--- src/rtl/cpu_isa_pkg.sv ---
// Shared ISA definitions: opcode constants, fetch FSM state encoding and
// the instruction-length decode used by the fetch unit.
package cpu_isa_pkg;

    localparam logic [3:0] OP_NOP = 4'b0000;
    localparam logic [3:0] OP_ADD = 4'b0001;
    localparam logic [3:0] OP_SUB = 4'b0010;
    localparam logic [3:0] OP_ST  = 4'b0100;
    localparam logic [3:0] OP_LDI = 4'b1001;
    localparam logic [3:0] OP_JMP = 4'b1100;
    localparam logic [3:0] OP_JZ  = 4'b1101;
    localparam logic [3:0] OP_HLT = 4'b1110;

    typedef enum logic [1:0] {
        FETCH1 = 2'd0,
        FETCH2 = 2'd1,
        HOLD   = 2'd2,
        HALT   = 2'd3
    } fetch_state_t;

    function automatic logic is_two_byte(input logic [3:0] opcode);
        return (opcode == OP_LDI) || (opcode == OP_JMP) || (opcode == OP_JZ);
    endfunction

endpackage

--- src/rtl/instruction_fetch.sv ---
// Fetch unit: owns the PC, reads one- or two-byte instructions from the ROM
// and presents them to the control unit with a valid/ready handshake.
module instruction_fetch
    import cpu_isa_pkg::*;
#(
    parameter logic [7:0] RESET_PC = 8'h00
) (
    input  logic       clk,
    input  logic       rst,
    output logic [7:0] imem_addr,
    input  logic [7:0] imem_data,
    output logic [7:0] instr_byte,
    output logic [7:0] instr_imm,
    output logic [7:0] instr_pc,
    output logic       instr_valid,
    input  logic       instr_ready,
    input  logic       redirect_en,
    input  logic [7:0] redirect_pc,
    output logic       halted
);

    fetch_state_t state, state_next;
    logic [7:0]   pc, pc_next;
    logic         cap_byte, cap_imm;

    always_ff @(posedge clk or posedge rst) begin
        if (rst) begin
            state      <= FETCH1;
            pc         <= RESET_PC;
            instr_byte <= '0;
            instr_imm  <= '0;
            instr_pc   <= '0;
        end else begin
            state <= state_next;
            pc    <= pc_next;
            if (cap_byte) begin
                instr_byte <= imem_data;
                instr_pc   <= pc;
                instr_imm  <= '0;
            end
            if (cap_imm) begin
                instr_imm <= imem_data;
            end
        end
    end

    // Redirect takes priority over every state except HALT, including a
    // pending instr_ready in HOLD; no output register is touched when it wins.
    always_comb begin
        state_next = state;
        pc_next    = pc;
        cap_byte   = 1'b0;
        cap_imm    = 1'b0;
        if (redirect_en && state != HALT) begin
            state_next = FETCH1;
            pc_next    = redirect_pc;
        end else begin
            case (state)
                FETCH1: begin
                    cap_byte   = 1'b1;
                    pc_next    = pc + 8'd1;
                    state_next = is_two_byte(imem_data[7:4]) ? FETCH2 : HOLD;
                end
                FETCH2: begin
                    cap_imm    = 1'b1;
                    pc_next    = pc + 8'd1;
                    state_next = HOLD;
                end
                HOLD: begin
                    if (instr_ready) begin
                        state_next = (instr_byte[7:4] == OP_HLT) ? HALT : FETCH1;
                    end
                end
                HALT: begin
                    state_next = HALT;
                end
                default: begin
                    state_next = FETCH1;
                end
            endcase
        end
    end

    assign imem_addr   = pc;
    assign instr_valid = (state == HOLD);
    assign halted      = (state == HALT);

endmodule

--- config.mk ---
export PLATFORM = sky130hd
export DESIGN_NAME = instruction_fetch
export DESIGN_NICKNAME = d
export VERILOG_FILES = /design/src/rtl/cpu_isa_pkg.sv /design/src/rtl/instruction_fetch.sv
export SDC_FILE = /design/constraint.sdc
export NUM_CORES = 1
export LEC_CHECK = 0
export BUFFER_PORTS_ARGS = -buffer_cell sky130_fd_sc_hd__buf_2
export CAP_MARGIN = 20
export CORE_UTILIZATION = 44
export DETAILED_ROUTE_END_ITERATION = 16
export PLACE_DENSITY_LB_ADDON = 0.15
export SYNTH_ARGS = -nofsm -noshare
export SYNTH_HDL_FRONTEND = slang
export SYNTH_SLANG_ARGS = --single-unit
export TNS_END_PERCENT = 30
--- constraint.sdc ---
create_clock -name clk -period 1.8 [get_ports clk]
set_clock_uncertainty 0.05 [all_clocks]
set_input_delay 0.18 -clock clk [delete_from_list [all_inputs] [get_ports clk]]
set_output_delay 0.18 -clock clk [all_outputs]
set_load 0.02 [all_outputs]
; ---- Word-level counts from Yosys, hierarchy flattened
; Index checks and enable logic that the tools add are counted.
[word_totals]
elab_cells = 35
inputBits = 20
out_inout_bits = 34
ff_bits = 34
[op_classes]
addsub = 1
n_eq_ne = 9
n_mux = 13
reduce_logical = 7
[op_table]
columns = cell, count
row1 = $mux 8, 4
row2 = $eq 4x4->1 const B, 4
row3 = $add 8x1->8 const B, 1
row4 = $mux 2, 4
row5 = $pmux 2 s4, 1
row6 = $eq 2x2->1 const B, 2
row7 = $mux 1, 4
row8 = $reduce_bool 2->1, 2
row9 = $ne 3x1->1 const B, 1
row10 = $eq 2x1->1 const B, 1
row11 = $logic_not 2->1, 1
row12 = $logic_or 1x1->1, 2
row13 = $ne 2x2->1 const B, 1
row14 = $reduce_or 2->1, 1
row15 = $logic_and 1x1->1, 1

; ---- Depth between registers and ports, before layout
; Gate-level depths: netlist of the first run.
[depth]
depth_word = 6
depth_mapped = 5
depth_no_buf = 4

; ---- Worst setup path after synthesis of the first run
; OpenSTA, ideal clock, no wires.
[synth_timing]
path_kind = register to register
start = reg state[1]
end = reg instr_pc[3]
synth_period_minus_slack_ps = 1511
path_stages_with_launch = 6
arrival_ps = 1334
path_buffers = 2
setup_time_ps = 128
slack_ps = 289
required_ps = 1622
path_cell_list = dfrtp_1 > or2_1 > buf_4 > nor2_8 > buf_6 > mux2_1
[synth_between]
elab_chain_len = 3
word_cells_on_any_way = 5
cone_classes = eq/ne (1) / mux (2) / reduce/logical (2)
[synth_rtl]
columns = item, line_no
row1 = start: declaration, instruction_fetch.sv:22  ; fetch_state_t state, state_next;
row2 = start signal: assignment, instruction_fetch.sv:34  ; state <= state_next;
row3 = $logic_not 2->1 or $ne 2x2->1 (tied branches), "instruction_fetch.sv:58, instruction_fetch.sv:54"
row4 = $mux 1 or $logic_and 1x1->1 (tied branches), "instruction_fetch.sv:58, instruction_fetch.sv:54"
row5 = $mux 1 (*), instruction_fetch.sv:54  ; if (redirect_en && state != HALT) begin
row6 = end signal: assignment, instruction_fetch.sv:38  ; instr_pc <= pc;
row7 = end: declaration, instruction_fetch.sv:14  ; output logic [7:0] instr_pc,
; Mark *: on every way between the ends. The rest lies on a longest branch, timed or not.
; A chain may end at the register's enable or synchronous reset.

; ---- Worst setup path after layout of the first run
[layout_timing]
start = reg state[0]
end = out halted
[layout_between]
elab_chain_len = 1
[layout_rtl]
columns = item, line_no
row1 = $eq 2x2->1, instruction_fetch.sv:86  ; assign halted = (state == HALT);
row2 = end: declaration, instruction_fetch.sv:19  ; output logic halted
; No other way between the ends.

==> results.py, run 1 <==
metrics = {
    "timing": {
        "finalCritPeriodShare_pct": 94.2,
        "fin_setup_tns_ns": 0,
        "max_slew.worst_pin.slew_ns": 0.424,
        "max_freq_ghz": 0.590,
        "slew_headroom_pct": 71.7,
        "period_needed_ns": 1.70,
        "final-hold-violation-count": 0,
        "rsz0062_at_grt": "false",
        "hold_ws_ns": 0.0257,
        "maxSlewViolCount": 0,
        "finalSetupViolations": 0,
    },
    "pwr": {
        "p_clk_share_pct": 15.8,
        "power_uw": 2690,
        "seq_power_share_pct": 43.9,
        "p_sw_uw": 1080,
        "power.density_nw_per_um2": 1330,
        "leakage_uw": 0.000956,
        "peakVddDrop_v": 0.000713,
        "swShare_pct": 40.3,
        "p_comb_share_pct": 40.2,
        "intPower_uw": 1600,
    },
    "floorplanning": {
        "rows": 21,
        "start_util_pct": 46.9,
        "fp.coreArea_sq_um": 3420,
        "num_io_pins": 54,
        "fp.dieH_um": 62.3,
        "die-area_sq_um": 3890,
        "die-width_um": 62.3,
    },
    "global_routing": {
        "grt_max_degree": 35,
        "track_usage_pct": 19.8,
        "grt_pass1_vias": 1320,
        "grt_pass1_wl_um": 5990,
        "grt_overflow": 0,
        "antenna_found_initial": 0,
    },
    "yosys": {
        "synth_top_family_by_area": "simple AND/OR/NAND/NOR gates",
        "synth-xor-area-share_pct": 1.09,
        "synth_mux_area_share_pct": 11.9,
        "synth_area_per_cell_sq_um": 11.0,
        "syn_area_sq_um": 1600,
        "yosys_warnings": 0,
        "synth-seq-area-share_pct": 53.1,
        "synth-compound-area-share_pct": 12.3,
        "syn-num-nets": 167,
        "synth-edff-count": 0,
        "synth-simple-area-share_pct": 16.7,
        "synthCells": 146,
        "ys_types": 43,
        "synth_fa_ha_area_share_pct": 0.781,
        "async_flop_share_pct": 100,
        "synth_seq_cells": 34,
        "ys.flop_type": "dfrtp_1",
    },
    "final_layout": {
        "utilization_pct": 58.9,
        "num_antenna_cells": 0,
        "drive_gt1_share_pct": 34.0,
        "layout_commonest_cell": "buf_2",
        "regArea_sq_um": 851,
        "multi_input_area_sq_um": 684,
        "final_cell_mix": "53 x buf_2, 34 x dfrtp_1, 22 x nand2_1",
        "nNetsFinal": 229,
        "final_cell_area_sq_um": 2010,
        "syn_to_final_growth_pct": 25.6,
        "fillers": 308,
    },
    "setup_path": {
        "crit_path_max_incr_delay_ns": 0.56,
        "cp.required_ns": 1.57,
        "critPathBufInv": 2,
        "critPathCaptureType": "output pin",
        "start_kind": "flip-flop",
        "worstPathCellList": "buf_4 -> and2_1 -> buf_2",
        "reg2reg_depth": 3,
        "critPathMaxFanout": 11,
        "worstSetupPathType": "flip-flop to output pin",
        "cp_top_family": "flip-flops",
        "worst-path-stages": 3,
        "cp_slowest_cell": "dfrtp_1",
        "arrival_ns": 1.47,
    },
    "detailed_routing": {
        "drt-wirelength-per-cell_um": 13.6,
        "drtIter0Drc": 55,
        "avgViaCountPerCell": 5.31,
        "antenna_left": 0,
        "via_count": 1355,
        "drt-pass1-iter-count": 4,
        "drc_errors": 0,
        "drt_wl_total_um": 3480,
    },
    "clocking": {
        "max-clock-path-buffers": 2,
        "htreeDepth": 2,
        "post_cts_buffers": 0,
        "numClockSinks": 34,
        "cts_resized": 0,
        "cts_buffers": 5,
        "clock_latency_ns": 0.32,
        "hold_buffers": 3,
        "root_buffer": "clkbuf_4",
        "cts_tree": "yes",
        "path_clk_slew_ns": 0.10,
    },
    "flow_run": {
        "max-cap-violations": 0,
    },
    "placed_design": {
        "dpl_cell_area_sq_um": 1920,
        "place_congestion": 0.846,
        "portBuffers": 53,
        "place_hpwl_um": 2540,
    },
    "hold_path": {
        "min_path_cells": 3,
        "hold_path_class": "input port to flip-flop",
    },
    "outcome": {
        "status": "completed",
    },
}
-- metrics by stage --
step	setup slack (ns)	std cells
2_1_floorplan	0.289	146
3_3_place_gp	0.289	244
3_5_place_dp	0.219	244
4_1_cts	0.109	255
5_1_grt	0.0257	255
6_report	0.104	255
-- final cells by class --
cell class	count	area share, %
Clock buffer	7	2.74
Clock inverter	1	0.249
Inverter	5	0.933
Multi-Input combinational cell	100	34.0
Sequential cell	34	42.3
Tap cell	46	2.86
Timing Repair Buffer	62	16.9
-- layer usage --
layer  wire (um)  global-route usage [%]  up-vias
met1        1550                    25.7      658
met3         200                    5.88        6
met4          51                    7.27        0
met5           0                       0        -
li1            -                       -      647
met2        1670                    31.2       44
-- registers in the layout, summed over array words and instances, names as in the netlist --
signal and count:
imem_addr 8, instr_byte 8, instr_imm 8, instr_pc 8
state 2
-- power by group through the flow --
stage,combinational (uW),sequential (uW),clock [uW]
6_report,1080,1180,425
3_3_place_gp,1060,1180,0
4_1_cts,1090,1180,444
2_1_floorplan,454,1450,0
3_5_place_dp,1080,1200,0
5_1_grt,1170,1220,480
-- cells in the mapped netlist (2+ instances only) --
master	instances	share of area (%)
a211oi_1	2	0.94
clkbuf_1	2	0.47
nand3_1	3	0.94
dfrtp_1	34	53
nor2_1	7	1.6
o22ai_1	2	0.78
buf_6	2	1.4
nand2_1	22	5.2
buf_2	2	0.63
nand2b_1	2	0.78
o21ai_0	4	1.3
nand4b_1	2	1.1
mux2_1	16	11
o21ai_1	11	3.4
inv_1	4	0.94
nor3_1	2	0.63
xor2_1	2	1.1
o211ai_1	2	0.94
-- worst paths after layout --
path / start / to / slack (ns)
setup / recovery: state[0] / halted / 0.10
hold / removal: redirect_pc[4] / imem_addr[4] / 0.03
setup reg to reg: state[0] / instr_pc[1] / 0.21
hold reg to reg: instr_pc[6] / instr_pc[6] / 0.44
max in group asynchronous: rst / instr_byte[7] / 0.97
min in group asynchronous: rst / state[0] / 0.43
-- cells by family after synthesis --
family                     after synthesis
AOI/OAI and AO/OA                       30
xor gates and xnor gates                 2
adders and majority gates                1
buffers and inverters                   12
DFF                                     34
muxes                                   17
and+or+nand+nor                         50
-- worst reg2reg max path: stages (launching register included) --
cell and delay (ns):
dfrtp_1 0.51, buf_4 0.25, nor2_8 0.30, mux2_1 0.36
(Power assumes the default switching activity.)
==> inputs of run 2 (changes only) <==
- ABC_AREA: not set -> 1
==> results.py, run 2 <==
metrics = {
    "setup_path": {
        "start_kind": "flip-flop",
        "rrSetupSlack_ns": 0.35,
        "worstPathCellList": "nor2_2 -> nand2_1 -> buf_4 -> nand2_1 -> o21ai_0",
        "cp_slowest_cell": "dfrtp_1",
        "r2r_end": "instr_byte[5]",
        "worstSetupPathType": "flip-flop to flip-flop",
        "cp.required_ns": 1.91,
        "endpoint": "instr_byte[5]",
        "reg2reg_depth": 5,
        "rr_startpoint": "state[0]",
        "path_common_cell": "nand2_1",
        "crit_path_max_incr_delay_ns": 0.46,
        "critPathMaxFanout": 14,
        "critPathCaptureType": "flip-flop",
        "crit_start": "state[0]",
        "arrival_ns": 1.57,
    },
    "global_routing": {
        "grt_pass1_vias": 1341,
        "grt_overflow": 0,
        "antenna_found_initial": 0,
        "track_usage_pct": 19.9,
        "grt_max_degree": 35,
        "grt_pass1_wl_um": 6090,
    },
    "pwr": {
        "leakage_uw": 0.00120,
        "power.density_nw_per_um2": 1240,
        "peakVddDrop_v": 0.000684,
    },
    "yosys": {
        "ys_types": 26,
        "syn_area_sq_um": 1620,
        "yosysMostFrequentCell": "nand2_1",
        "synth-seq-area-share_pct": 52.5,
        "synth-edff-count": 0,
        "synth_seq_cells": 34,
        "synthCells": 195,
        "synth_top_area_share_pct": 52.5,
        "syn-num-nets": 216,
        "async_flop_share_pct": 100,
        "synth_area_per_cell_sq_um": 8.31,
        "synth_top_area_cell": "dfrtp_1",
        "synthTopCellsByArea": "dfrtp_1 53%, nand2_1 14%, o21ai_0 8.6%, inv_1 7.6%, nand3_1 2.5%",
        "yosys_warnings": 0,
        "synth_common_cells": "59 x nand2_1, 34 x dfrtp_1, 33 x inv_1",
        "ys.flop_type": "dfrtp_1",
    },
    "floorplanning": {
        "fp.dieH_um": 62.7,
        "rows": 21,
        "num_io_pins": 54,
        "die-width_um": 62.7,
        "fp.coreArea_sq_um": 3440,
        "die-area_sq_um": 3930,
        "start_util_pct": 47.1,
    },
    "detailed_routing": {
        "drt-wirelength-per-cell_um": 11.3,
        "avgViaCountPerCell": 4.78,
        "drt_wl_total_um": 3420,
        "drc_errors": 0,
        "antenna_left": 0,
        "drt-pass1-iter-count": 4,
        "via_count": 1449,
        "drtIter0Drc": 64,
    },
    "final_layout": {
        "layout_commonest_cell": "nand2_1",
        "fin_cells": 303,
        "syn_to_final_growth_pct": 28.7,
        "drive_gt1_share_pct": 29.6,
        "nNetsFinal": 277,
        "final_cell_mix": "59 x nand2_1, 53 x buf_2, 34 x dfrtp_1",
        "num_antenna_cells": 0,
        "fillers": 346,
    },
    "timing": {
        "max_slew.worst_pin.slew_ns": 0.432,
        "max_freq_ghz": 0.688,
        "finalSetupViolations": 0,
        "fin_setup_tns_ns": 0,
        "period_needed_ns": 1.45,
        "finalCritPeriodShare_pct": 80.8,
        "slew_headroom_pct": 71.1,
        "maxSlewViolCount": 0,
        "final-hold-violation-count": 0,
        "rsz0062_at_grt": "false",
    },
    "clocking": {
        "root_buffer": "clkbuf_8",
        "cts_resized": 0,
        "path_clk_slew_ns": 0.07,
        "cts_tree": "yes",
        "htreeDepth": 2,
        "clock_latency_ns": 0.29,
        "max-clock-path-buffers": 2,
        "numClockSinks": 34,
        "cts_buffers": 5,
    },
    "flow_run": {
        "max-cap-violations": 0,
    },
    "outcome": {
        "status": "completed",
    },
    "placed_design": {
        "portBuffers": 53,
        "place_hpwl_um": 2560,
        "place_congestion": 0.791,
        "dp.cells": 294,
    },
    "hold_path": {
        "hold_path_class": "input port to flip-flop",
    },
}
run 2: cell count changes after synthesis, sizes merged, moves of 2 or more:
| cell | previous run | this run |
|---|---|---|
| nand2b | 2 | 0 |
| o32ai | 2 | 0 |
| buf | 5 | 3 |
| o21ai | 15 | 29 |
| a211oi | 2 | 0 |
| mux2 | 16 | 2 |
| inv | 5 | 34 |
| nand4b | 2 | 0 |
| nand2 | 22 | 63 |
| o22ai | 2 | 0 |
| nand3 | 3 | 8 |
run 2: cell families (layout without fill, tap and decap cells):
kind of cell,after synthesis,in the layout,share of synthesized area [%]
mux,2,2,1.85
fa+ha+maj,1,1,0.772
buf+inv,38,100,10.0
compound gates,33,33,10.7
xor+xnor,2,2,1.08
simple gates,85,85,23.0
flops,34,34,52.5
run 2: worst min-delay path by stage:
stage	to	slack (ns)	cells after the start	from
CTS	imem_addr[0]	0.07	3	redirect_pc[0]
floorplan	imem_addr[0]	0.27	1	rst
detailed placement	instr_pc[5]	0.24	3	rst
finish	imem_addr[0]	0.07	3	redirect_pc[0]
global placement	instr_pc[7]	0.24	3	rst
global route	imem_addr[1]	0.1	3	redirect_pc[1]
run 2: power by group:
group | total [uW] | internal [uW] | switching, uW
combinational | 725 | 262 | 463
sequential | 1030 | 911 | 123
clock | 835 | 555 | 280
total | 2590 | 1730 | 866
run 2: cell type report:
type,instances,area [sq um],share of cell area (%)
well taps,46,57.6,2.76
clock buffers,5,68.8,3.30
inverters,34,128,6.12
flip-flops and latches,34,851,40.8
clock inverters,3,68.8,3.30
multi-input cells,123,607,29.1
repair buffers,58,305,14.6
run 2: routing by layer:
metal / up-vias / share of wire (%) / GRT usage, %
met1: 666 / 47 / 27.1
met5: - / 0 / 0
met2: 50 / 47 / 31.0
met4: 0 / 1.3 / 6.10
met3: 6 / 4.6 / 5.11
li1: 727 / - / -
run 2: per-stage QoR:
step	power (uW)	hold WS (ns)	util [%]	setup slack, ns	instance area, sq um
floorplan	1520	0.266	-	0.512	1620
global placement	1770	0.245	56.3	0.391	1940
detailed placement	1780	0.239	56.3	0.358	1940
CTS	2610	0.0684	60.6	0.336	2090
global route	2760	0.0978	60.6	0.179	2090
finish	2590	0.0672	60.6	0.346	2090
run 2: what timing repair did:
item / 4_1_cts / 5_1_grt
hold buffers: 1 / 0
buffers inserted: 0 / 0
endpoints found under the hold margin: 34 / 0
endpoints found under the setup margin: 0 / 0
run 2: worst max-delay path, delay by kind of cell, from the launching register on:
kind                   cells  cell delay (ns)
AO/OA/AOI/OAI              1             0.07
buffers and inverters      1             0.29
flip-flops                 1             0.46
AND/OR/NAND/NOR            3             0.46
